## src/rtl/ibex_probe_pkg.sv

```systemverilog
// Shared definitions for the Ibex probe responder: FSM state encoding and
// default parameter values.
package ibex_probe_pkg;

   typedef enum logic [2:0] {
      ST_IDLE   = 3'd0,
      ST_RUN    = 3'd1,
      ST_DRAIN  = 3'd2,
      ST_SLEEP  = 3'd3,
      ST_DEBUG  = 3'd4,
      ST_LOCKED = 3'd5
   } state_t;

   localparam int unsigned DEF_SLEEP_DRAIN_CYCLES = 2;
   localparam int unsigned DEF_ALERT_CNT_W        = 8;

   // Drain counter width; it covers the legal SleepDrainCycles range 1..15.
   localparam int unsigned DRAIN_CNT_W = 4;

endpackage

```

## src/rtl/ibex_probe_sat_cnt.sv

```systemverilog
// Saturating up-counter: counts inc pulses and holds at all-ones, never wraps.
module ibex_probe_sat_cnt #(
   parameter int unsigned Width = 8
) (
   input  logic             clk,
   input  logic             rst_n,
   input  logic             inc,
   output logic [Width-1:0] cnt
);

   // Count up on each inc until every bit is set, then hold.
   always_ff @(posedge clk or negedge rst_n) begin
      if (!rst_n) begin
         cnt <= '0;
      end else if (inc && (cnt != '1)) begin
         cnt <= cnt + 1'b1;
      end
   end

endmodule

```

## src/rtl/ibex_probe_responder.sv

```systemverilog
// Ibex probe responder: emulates core sleep/debug/lock behaviour for a bench.
//
// state  | meaning
// -------+-------------------------------------------------------------
// IDLE   | out of reset, waiting for fetch_enable_i
// RUN    | core executing; accepts WFI, ECALL and debug requests
// DRAIN  | WFI accepted, counting down before the core is reported asleep
// SLEEP  | core asleep until wake_i or debug_req_i
// DEBUG  | debug mode, left only by DRET
// LOCKED | major fault seen; left only by reset
module ibex_probe_responder
   import ibex_probe_pkg::*;
#(
   parameter int unsigned SleepDrainCycles = DEF_SLEEP_DRAIN_CYCLES,
   parameter int unsigned AlertCntW        = DEF_ALERT_CNT_W
) (
   input  logic                 clk_i,
   input  logic                 rst_ni,
   input  logic                 fetch_enable_i,
   input  logic                 debug_req_i,
   input  logic                 wfi_i,
   input  logic                 wake_i,
   input  logic                 dret_i,
   input  logic                 ecall_insn_i,
   input  logic                 fault_minor_i,
   input  logic                 fault_major_i,
   output logic                 core_sleep_o,
   output logic                 alert_minor_o,
   output logic                 alert_major_o,
   output logic                 ecall_o,
   output logic                 debug_mode_o,
   output logic [AlertCntW-1:0] alert_minor_cnt_o
);

   localparam logic [DRAIN_CNT_W-1:0] DRAIN_LOAD = DRAIN_CNT_W'(SleepDrainCycles - 1);

   state_t                 state, state_next;
   logic [DRAIN_CNT_W-1:0] drain_cnt, drain_cnt_next;
   logic                   ecall_fire;

   // State and drain-counter registers.
   always_ff @(posedge clk_i or negedge rst_ni) begin
      if (!rst_ni) begin
         state     <= ST_IDLE;
         drain_cnt <= '0;
      end else begin
         state     <= state_next;
         drain_cnt <= drain_cnt_next;
      end
   end

   // Next-state logic; branch order encodes the per-cycle event priority.
   always_comb begin
      state_next     = state;
      drain_cnt_next = drain_cnt;
      ecall_fire     = 1'b0;
      unique case (state)
         ST_IDLE: begin
            if (fetch_enable_i) state_next = ST_RUN;
         end
         ST_RUN: begin
            if (fault_major_i)    state_next = ST_LOCKED;
            else if (debug_req_i) state_next = ST_DEBUG;
            else if (wake_i)      state_next = ST_RUN;
            else if (wfi_i) begin
               state_next     = ST_DRAIN;
               drain_cnt_next = DRAIN_LOAD;
            end else if (ecall_insn_i) begin
               ecall_fire = 1'b1;
            end
         end
         ST_DRAIN: begin
            if (fault_major_i)         state_next = ST_LOCKED;
            else if (debug_req_i)      state_next = ST_DEBUG;
            else if (wake_i)           state_next = ST_RUN;
            else if (drain_cnt == '0)  state_next = ST_SLEEP;
            else                       drain_cnt_next = drain_cnt - 1'b1;
         end
         ST_SLEEP: begin
            if (fault_major_i)    state_next = ST_LOCKED;
            else if (debug_req_i) state_next = ST_DEBUG;
            else if (wake_i)      state_next = ST_RUN;
         end
         ST_DEBUG: begin
            if (fault_major_i) state_next = ST_LOCKED;
            else if (dret_i)   state_next = ST_RUN;
         end
         ST_LOCKED: begin
            state_next = ST_LOCKED;
         end
         default: begin
            state_next = ST_IDLE;
         end
      endcase
   end

   // Registered outputs, derived from the upcoming state so they align with it.
   always_ff @(posedge clk_i or negedge rst_ni) begin
      if (!rst_ni) begin
         core_sleep_o  <= 1'b0;
         debug_mode_o  <= 1'b0;
         alert_major_o <= 1'b0;
         ecall_o       <= 1'b0;
         alert_minor_o <= 1'b0;
      end else begin
         core_sleep_o  <= (state_next == ST_SLEEP);
         debug_mode_o  <= (state_next == ST_DEBUG);
         alert_major_o <= alert_major_o | (state_next == ST_LOCKED);
         ecall_o       <= ecall_fire;
         alert_minor_o <= fault_minor_i;
      end
   end

   // Counter steps on the same edge that raises alert_minor_o.
   ibex_probe_sat_cnt #(
      .Width (AlertCntW)
   ) u_alert_cnt (
      .clk   (clk_i),
      .rst_n (rst_ni),
      .inc   (fault_minor_i),
      .cnt   (alert_minor_cnt_o)
   );

endmodule

```

## config.mk

```make
export PLATFORM = sky130hd
export DESIGN_NAME = ibex_probe_responder
export DESIGN_NICKNAME = d
export VERILOG_FILES = /design/src/rtl/ibex_probe_pkg.sv /design/src/rtl/ibex_probe_sat_cnt.sv /design/src/rtl/ibex_probe_responder.sv
export SDC_FILE = /design/constraint.sdc
export NUM_CORES = 1
export LEC_CHECK = 0
export ABC_AREA = 1
export BUFFER_PORTS_ARGS = -buffer_cell sky130_fd_sc_hd__buf_4
export CORE_MARGIN = 2
export CORE_UTILIZATION = 50
export DETAILED_ROUTE_END_ITERATION = 16
export PLACE_DENSITY = 0.74
export SKIP_CTS_REPAIR_TIMING = 1
export SLEW_MARGIN = 30
export SYNTH_ARGS = -nofsm -noshare
export SYNTH_HDL_FRONTEND = slang
export SYNTH_SLANG_ARGS = --single-unit
export TNS_END_PERCENT = 1
```

## constraint.sdc

```tcl
create_clock -name clk_i -period 1.7 [get_ports clk_i]
set_input_delay 0.17 -clock clk_i [delete_from_list [all_inputs] [get_ports clk_i]]
set_output_delay 0.17 -clock clk_i [all_outputs]
set_load 0.005 [all_outputs]
```

Word level (Yosys, flattened, before mapping)
Cells that the tools add are included.
- register bits after elaboration: 20
- latch bits: 0
- bits in writable memories: 0
- ROM bits: 0
- input port bits: 10
- output and inout bits: 13
- word-level logic and storage cells: 63
- memories kept: 0
- add/subtract/negate cells: 2
- multipliers: 0
- div/mod/pow operators: 0
- magnitude comparators: 0
- eq/ne operators: 17
- shift-type cells: 0
- muxes and demuxes: 30
- bitwise gates (word level): 1
- reductions and logical operators: 5
- operators by type and width (cell ; number):
    3-bit two-way mux ; 14
    4-bit two-way mux ; 8
    3-bit case mux with 6 select lines ; 1
    2-bit != test (second input constant) ; 8
    3-bit == test (second input constant) ; 4
    3-bit by 2-bit == test with 1-bit output (second input constant) ; 3
    9-bit AND reduction ; 1
    8-bit by 1-bit adder with 8-bit output (second input constant) ; 1
    8-bit != test (second input constant) ; 1
    4-bit case mux with 2 select lines ; 1
    1-bit two-way mux ; 6
    4-bit logical NOT ; 1
    4-bit by 1-bit subtractor with 4-bit output (second input constant) ; 1
    3-bit by 1-bit == test with 1-bit output (second input constant) ; 1
    3-bit logical NOT ; 1
    2-bit nonzero test ; 1
    1-bit logical AND ; 1
    1-bit OR ; 1

Logic depth before layout (Yosys ltp)
Gate-level depths: netlist (run 1).
- depth after elaboration: 8
- gate-level depth with buffers: 9
- mapped depth without buffers: 9

By module
From an unflattened synthesis (run 1), not the netlist that was laid out.
- cell total of the unflattened synthesis: 153
- area, all modules: 1169.9 µm²
- modules (own cells, without submodules) (module ; instances ; cells an instance ; area each (µm²) ; sequential area each (µm²)):
    ibex_probe_responder ; 1 ; 90 ; 686.9 ; 300.3
    ibex_probe_sat_cnt ; 1 ; 63 ; 483.0 ; 200.2

Worst setup path before layout (run 1)
Ideal clock, no wire load.
- path type: register to register
- start: register u_alert_cnt.cnt[1]
- end: register u_alert_cnt.cnt[4]
- library setup time: 118 ps
- data arrival time: 1146 ps
- data required time: 1582 ps
- slack: 436 ps
- stages on the path, launching flop included: 9
- buffers on the path: 0
- clock period less this slack: 1264 ps
- cells stage by stage: dfrtp_1 -> ha_1 -> nand3_1 -> nor2_1 -> nand2_1 -> nand2_2 -> inv_2 -> nand2_1 -> o21ai_2
- longest elaborated chain between the ends: 2
- elaborated cells between the ends (all ways): 3
- those cells by class: add/sub (1); eq/ne (1); reduce/logical (1)
- RTL lines (element ; RTL line ; source):
    start, declared ; ibex_probe_sat_cnt.sv:8 ; output logic [Width-1:0] cnt
    start signal, assigned ; ibex_probe_sat_cnt.sv:16 ; cnt <= cnt + 1'b1;
    branches (longest 2 deep; another with 8-bit by 1-bit adder with 8-bit output) ; - ;
Several ways; the timed one is not identified.
A chain may end at the register's enable or synchronous reset.

Worst setup path after layout (run 1)
Same ends and word-level chain as after synthesis.

==> flow_summary.yaml, run 1 <==
clocking:
  root_buffer: "clkbuf_4"
  cts.path.max_buffers: 2
  clock_sinks: 20
  cts_max_level: 1
  cts.clk_slew.worst_paths_ps: 100
  worstSkewPairLatency_ps: 290
  numCtsBuffers: 3
  cts_tree: "yes"
finish:
  area_growth_pct: 23.5
  nets: 178
  diodes: 0
  drive_gt1_frac: 0.250
  multi_input_area_sq_um: 509
  regArea_sq_um: 500
  fin_util: 0.669
  nFillCells: 192
drt:
  routed-via-count: 920
  drc: 0
  dr.pass1.iters: 4
  drt-vias-per-instance: 4.82
  ant_nets: 0
  drt_iter0_drc: 10
  wl_microns: 2050
  wl_per_cell_microns: 10.7
setup_path:
  crit_type: "flop to flop"
  startpoint_type: "flop"
  critPathRequiredTime_ps: 1890
  cp-end-kind: "flop"
  cp.arrival_ps: 1590
  critPathMaxFanout: 8
die:
  pin_count: 23
  die_area_sq_um: 2560
  die_x_microns: 50.6
  row_count: 16
  die_y_microns: 50.6
  design.core.area_sq_um: 2000
  start_util: 0.542
grt:
  grt_pass1_wl_microns: 3870
  antenna_found_initial: 0
  grt_pass1_vias: 902
  grt_usage: 0.197
  grt-ovfl-total: 0
  grt_max_degree: 21
pwr:
  switchingPower_mw: 0.645
  cellInternalPower_mw: 1.04
  p_sw_frac: 0.382
  pwr-share-clk: 0.157
  combPwrFrac: 0.413
  powerDensity_nw_per_um2: 1260
  pwr-share-seq: 0.430
  ir_drop_mv: 0.940
  p_leak_nw: 0.721
status:
  status: "complete, no violations"
placement:
  io_buffers: 22
  gp_congestion: 0.863
  place_hpwl_microns: 1650
  place_ws_ps: 314
timing:
  layout_setup_ws_ps: 301
  holdWs_ps: 106
  fmax_mhz: 715
  finalClockSkew_ps: 2.42
  min_period_ps: 1400
  hold_viol: 0
  maxSlewHeadroom: 0.832
  tightest_slew_ps: 252
  rsz0062_at_grt: "no"
  setup_viol: 0
  drv_slew: 0
  setup_tns_ps: 0
  finalCritPeriodShare: 0.823
flow_run:
  maxCapViolCount: 0
synth:
  synth_area_leaders: "dfrtp_1 46%, nand2_1 12%, inv_1 5.5%"
  ys_types: 24
  yosysTopAreaCellShare: 0.461
  synth_seq_cells: 20
  synth_area_sq_um: 1080
  yosysTopAreaCell: "dfrtp_1"
  avgSynthCellArea_sq_um: 7.98
  ys_seq_area_frac: 0.461
  syn-num-nets: 149
  synth_warnings: 0
  syn_inst: 136
min_path:
  hold_class: "primary input to flop"
[layout by cell type (no fill, tap or decap), types with 2 or more instances in the layout]
master         netlist  layout
xor2_1               5       5
nor3_1               2       2
or2_2                2       2
nor2_1              15      15
o21ai_2              2       2
nand3_2              2       2
xnor2_1              3       3
o21ai_0              2       2
ha_1                 3       3
nand3_1              9       9
o21ai_1              4       4
nor2_2               2       2
inv_1               16      16
inv_2                3       3
nand2_2              3       3
buf_4                0      22
clkbuf_4             0       3
dfrtp_1             20      20
nand2_1             36      36
dlygate4sd3_1        0       2
[layer usage]
metal	wire, microns	global-route usage	vias up
met4	13	0.0405	0
met5	0	0	-
met1	933	0.250	423
li1	-	-	480
met3	78	0.0536	2
met2	1020	0.336	15
[through the flow]
step / cell area (sq um) / std cells / power (mW)
finish: 1340 / 191 / 1.69
global route: 1340 / 191 / 1.86
CTS: 1320 / 189 / 1.71
detailed placement: 1280 / 185 / 1.44
global placement: 1280 / 185 / 1.41
floorplan: 1080 / 136 / 1.17
[critical path, stage by stage (launching register included)]
cell and delay [ps]:
dfrtp_1 400, ha_1 220, nand3_1 90, nor2_1 140, nand2_1 80, nand2_2 140
inv_2 90, nand2_1 80, o21ai_2 50
[power groups by stage]
stage	Combinational, mW	Clock (mW)	Sequential [mW]
floorplan	0.456	0	0.718
global placement	0.682	0	0.728
detailed placement	0.702	0	0.735
CTS	0.706	0.281	0.725
global route	0.812	0.300	0.747
finish	0.697	0.265	0.726
[synth_stat cells]
| library cell | instances |
|---|---|
| a21oi_1 | 1 |
| and2_1 | 1 |
| and3_1 | 1 |
| clkinv_1 | 1 |
| dfrtp_1 | 20 |
| ha_1 | 3 |
| inv_1 | 16 |
| inv_2 | 3 |
| nand2_1 | 36 |
| nand2_2 | 3 |
| nand3_1 | 9 |
| nand3_2 | 2 |
| nand4_1 | 1 |
| nor2_1 | 15 |
| nor2_2 | 2 |
| nor2_4 | 1 |
| nor3_1 | 2 |
| o2111ai_1 | 1 |
| o21ai_0 | 2 |
| o21ai_1 | 4 |
| o21ai_2 | 2 |
| or2_2 | 2 |
| xnor2_1 | 3 |
| xor2_1 | 5 |
[registers in the layout (all words and copies together) (netlist names)]
name	count
state	3
core_sleep_o	1
ecall_o	1
debug_mode_o	1
alert_major_o	1
alert_minor_o	1
drain_cnt	4
u_alert_cnt.cnt	8
[cell type report]
cell class,count,share of cell area
well taps,27,0.0252
repair buffers,24,0.138
flip-flops and latches,20,0.373
clock buffers,4,0.0271
inverters,20,0.0560
multi-input cells,96,0.380
[kinds of logic after synthesis]
logic type,share of synthesized area
AOI/OAI and AO/OA,0.0565
and+or+nand+nor,0.314
xor gates and xnor gates,0.0646
buffers and inverters,0.0692
adders and majority gates,0.0346
DFF,0.461
[path summary, 6_finish.rpt]
| path | cells after the start | startpoint | to | slack (ps) |
|---|---|---|---|---|
| worst max-delay path | 8 | u_alert_cnt.cnt[1]$_DFFE_PN0P_ | u_alert_cnt.cnt[4]$_DFFE_PN0P_ | 300 |
| worst min-delay path | 2 | ecall_insn_i | ecall_o$_DFF_PN0_ | 110 |
| worst max register to register | 8 | u_alert_cnt.cnt[1]$_DFFE_PN0P_ | u_alert_cnt.cnt[4]$_DFFE_PN0P_ | 300 |
| worst min register to register | 2 | alert_major_o$_DFF_PN0_ | alert_major_o$_DFF_PN0_ | 500 |
| max in group asynchronous | 2 | rst_ni | u_alert_cnt.cnt[1]$_DFFE_PN0P_ | 1230 |
| min in group asynchronous | 2 | rst_ni | drain_cnt[3]$_DFFE_PN0P_ | 270 |
Power figures use the tool's default switching activity.
==> run 2, diff against run 1 <==
- CORE_UTILIZATION: 50 -> 47
- PLACE_DENSITY: 0.74 -> 0.73
- clock period: 1.7 -> 1.15 ns (I/O delays scaled with it)
==> flow_summary.yaml, run 2 (same netlist as run 1, synthesis figures left out) <==
timing:
  hold_viol: 0
  finalClockSkew_ps: 0.661
  maxSlewHeadroom: 0.827
  setup_viol: 15
  rsz0062_at_grt: "yes"
  drv_slew: 0
  tightest_slew_ps: 259
  min_period_ps: 1320
  fmax_mhz: 759
  layout_setup_ws_ps: -168
  finalCritPeriodShare: 1.15
min_path:
  hold_depth: 2
  hold_class: "primary input to flop"
pwr:
  p_leak_nw: 0.869
  ir_drop_mv: 1.68
  powerDensity_nw_per_um2: 1850
setup_path:
  cp-end-kind: "flop"
  critPathRequiredTime_ps: 1380
  crit_type: "flop to flop"
  critPathMaxFanout: 5
  cp.arrival_ps: 1550
  reg2regPathDepth: 7
  startpoint_type: "flop"
placement:
  gp_congestion: 0.822
  place_hpwl_microns: 1740
  io_buffers: 22
  place_ws_ps: -142
  place_area_sq_um: 1440
grt:
  grt_pass1_vias: 932
  grt_usage: 0.202
  grt_max_degree: 21
  grt-ovfl-total: 0
  grt_pass1_wl_microns: 3990
  antenna_found_initial: 0
finish:
  fin_area_sq_um: 1620
  reg_top3: "u_alert_cnt.cnt x8, drain_cnt x4, state x3"
  final_cell_mix: "43 x buf_4, 32 x nand2_1, 18 x dfrtp_1, 14 x inv_1, 13 x nor2_1"
  drive_gt1_frac: 0.441
  largest-register: "u_alert_cnt.cnt"
  final_common_cell: "buf_4"
  nets: 202
  diodes: 0
  largest_reg_flops: 8
  area_growth_pct: 49.3
  fin_util: 0.739
drt:
  ant_nets: 0
  dr.pass1.iters: 4
  wl_microns: 2420
  drt-vias-per-instance: 4.68
  drc: 0
  drt_iter0_drc: 21
  routed-via-count: 1010
  wl_per_cell_microns: 11.2
status:
  status: "finished, violations left"
  violations: "negative setup slack"
clocking:
  cts_tree: "yes"
  root_buffer: "clkbuf_4"
  cts.path.max_buffers: 2
  cts_max_level: 1
  numCtsBuffers: 3
  clock_sinks: 20
  cts.clk_slew.worst_paths_ps: 110
  worstSkewPairLatency_ps: 300
die:
  design.core.area_sq_um: 2190
  die_x_microns: 52.0
  pin_count: 23
  die_y_microns: 52.0
  start_util: 0.495
  die_area_sq_um: 2710
  row_count: 17
flow_run:
  maxCapViolCount: 0
-- run 2: layout make-up --
cell class                      instances  area, sq um
Inverter                               20         77.6
Sequential cell                        20          503
Tap cell                               28         35.0
Clock buffer                            4         36.3
Timing Repair Buffer                   48          385
Multi-Input combinational cell         96          582
Fill cell                             166          572
-- run 2: per-stage QoR --
step                      total power [mW]  TNS (ps)  cells  hold WS (ps)
final                                 3.00     -1360    216          44.1
after global routing                  3.23     -2520    216          34.6
after CTS                             2.82     -1930    209          -333
after detailed placement              2.40     -1600    205          8.69
after global placement                2.36      -768    205          2.39
after floorplan                       1.74      -577    136          -181
-- run 2: worst paths after layout --
| path | startpoint | end | slack (ps) |
|---|---|---|---|
| max reg2reg | u_alert_cnt.cnt[0]$_DFFE_PN0P_ | u_alert_cnt.cnt[0]$_DFFE_PN0P_ | -170 |
| min reg2reg | alert_major_o$_DFF_PN0_ | alert_major_o$_DFF_PN0_ | 480 |
| max | u_alert_cnt.cnt[0]$_DFFE_PN0P_ | u_alert_cnt.cnt[0]$_DFFE_PN0P_ | -170 |
| max in group asynchronous | rst_ni | state[2]$_DFF_PN0_ | 710 |
| min | ecall_insn_i | ecall_o$_DFF_PN0_ | 40 |
| min in group asynchronous | rst_ni | ecall_o$_DFF_PN0_ | 210 |
-- run 2: report_power, final --
part	leakage [nW]	internal (mW)	switching, mW
logic	0.593	0.806	0.737
clock network	0.0210	0.193	0.219
registers	0.254	0.882	0.163
-- run 2: worst max-delay path, stage by stage (launching register included) --
cell and delay, ps:
dfrtp_1 380, ha_2 200, nand3_2 90, nor2_4 140, nand2_2 80, nand2_4 110, buf_12 110, xor2_1 140
-- run 2: metal layers --
layer,vias to the layer above,GRT usage,part of all wire
met5,-,0,0
met1,464,0.258,0.45
met3,4,0.0345,0.024
li1,524,-,-
met2,18,0.333,0.51
met4,0,0.0921,0.016
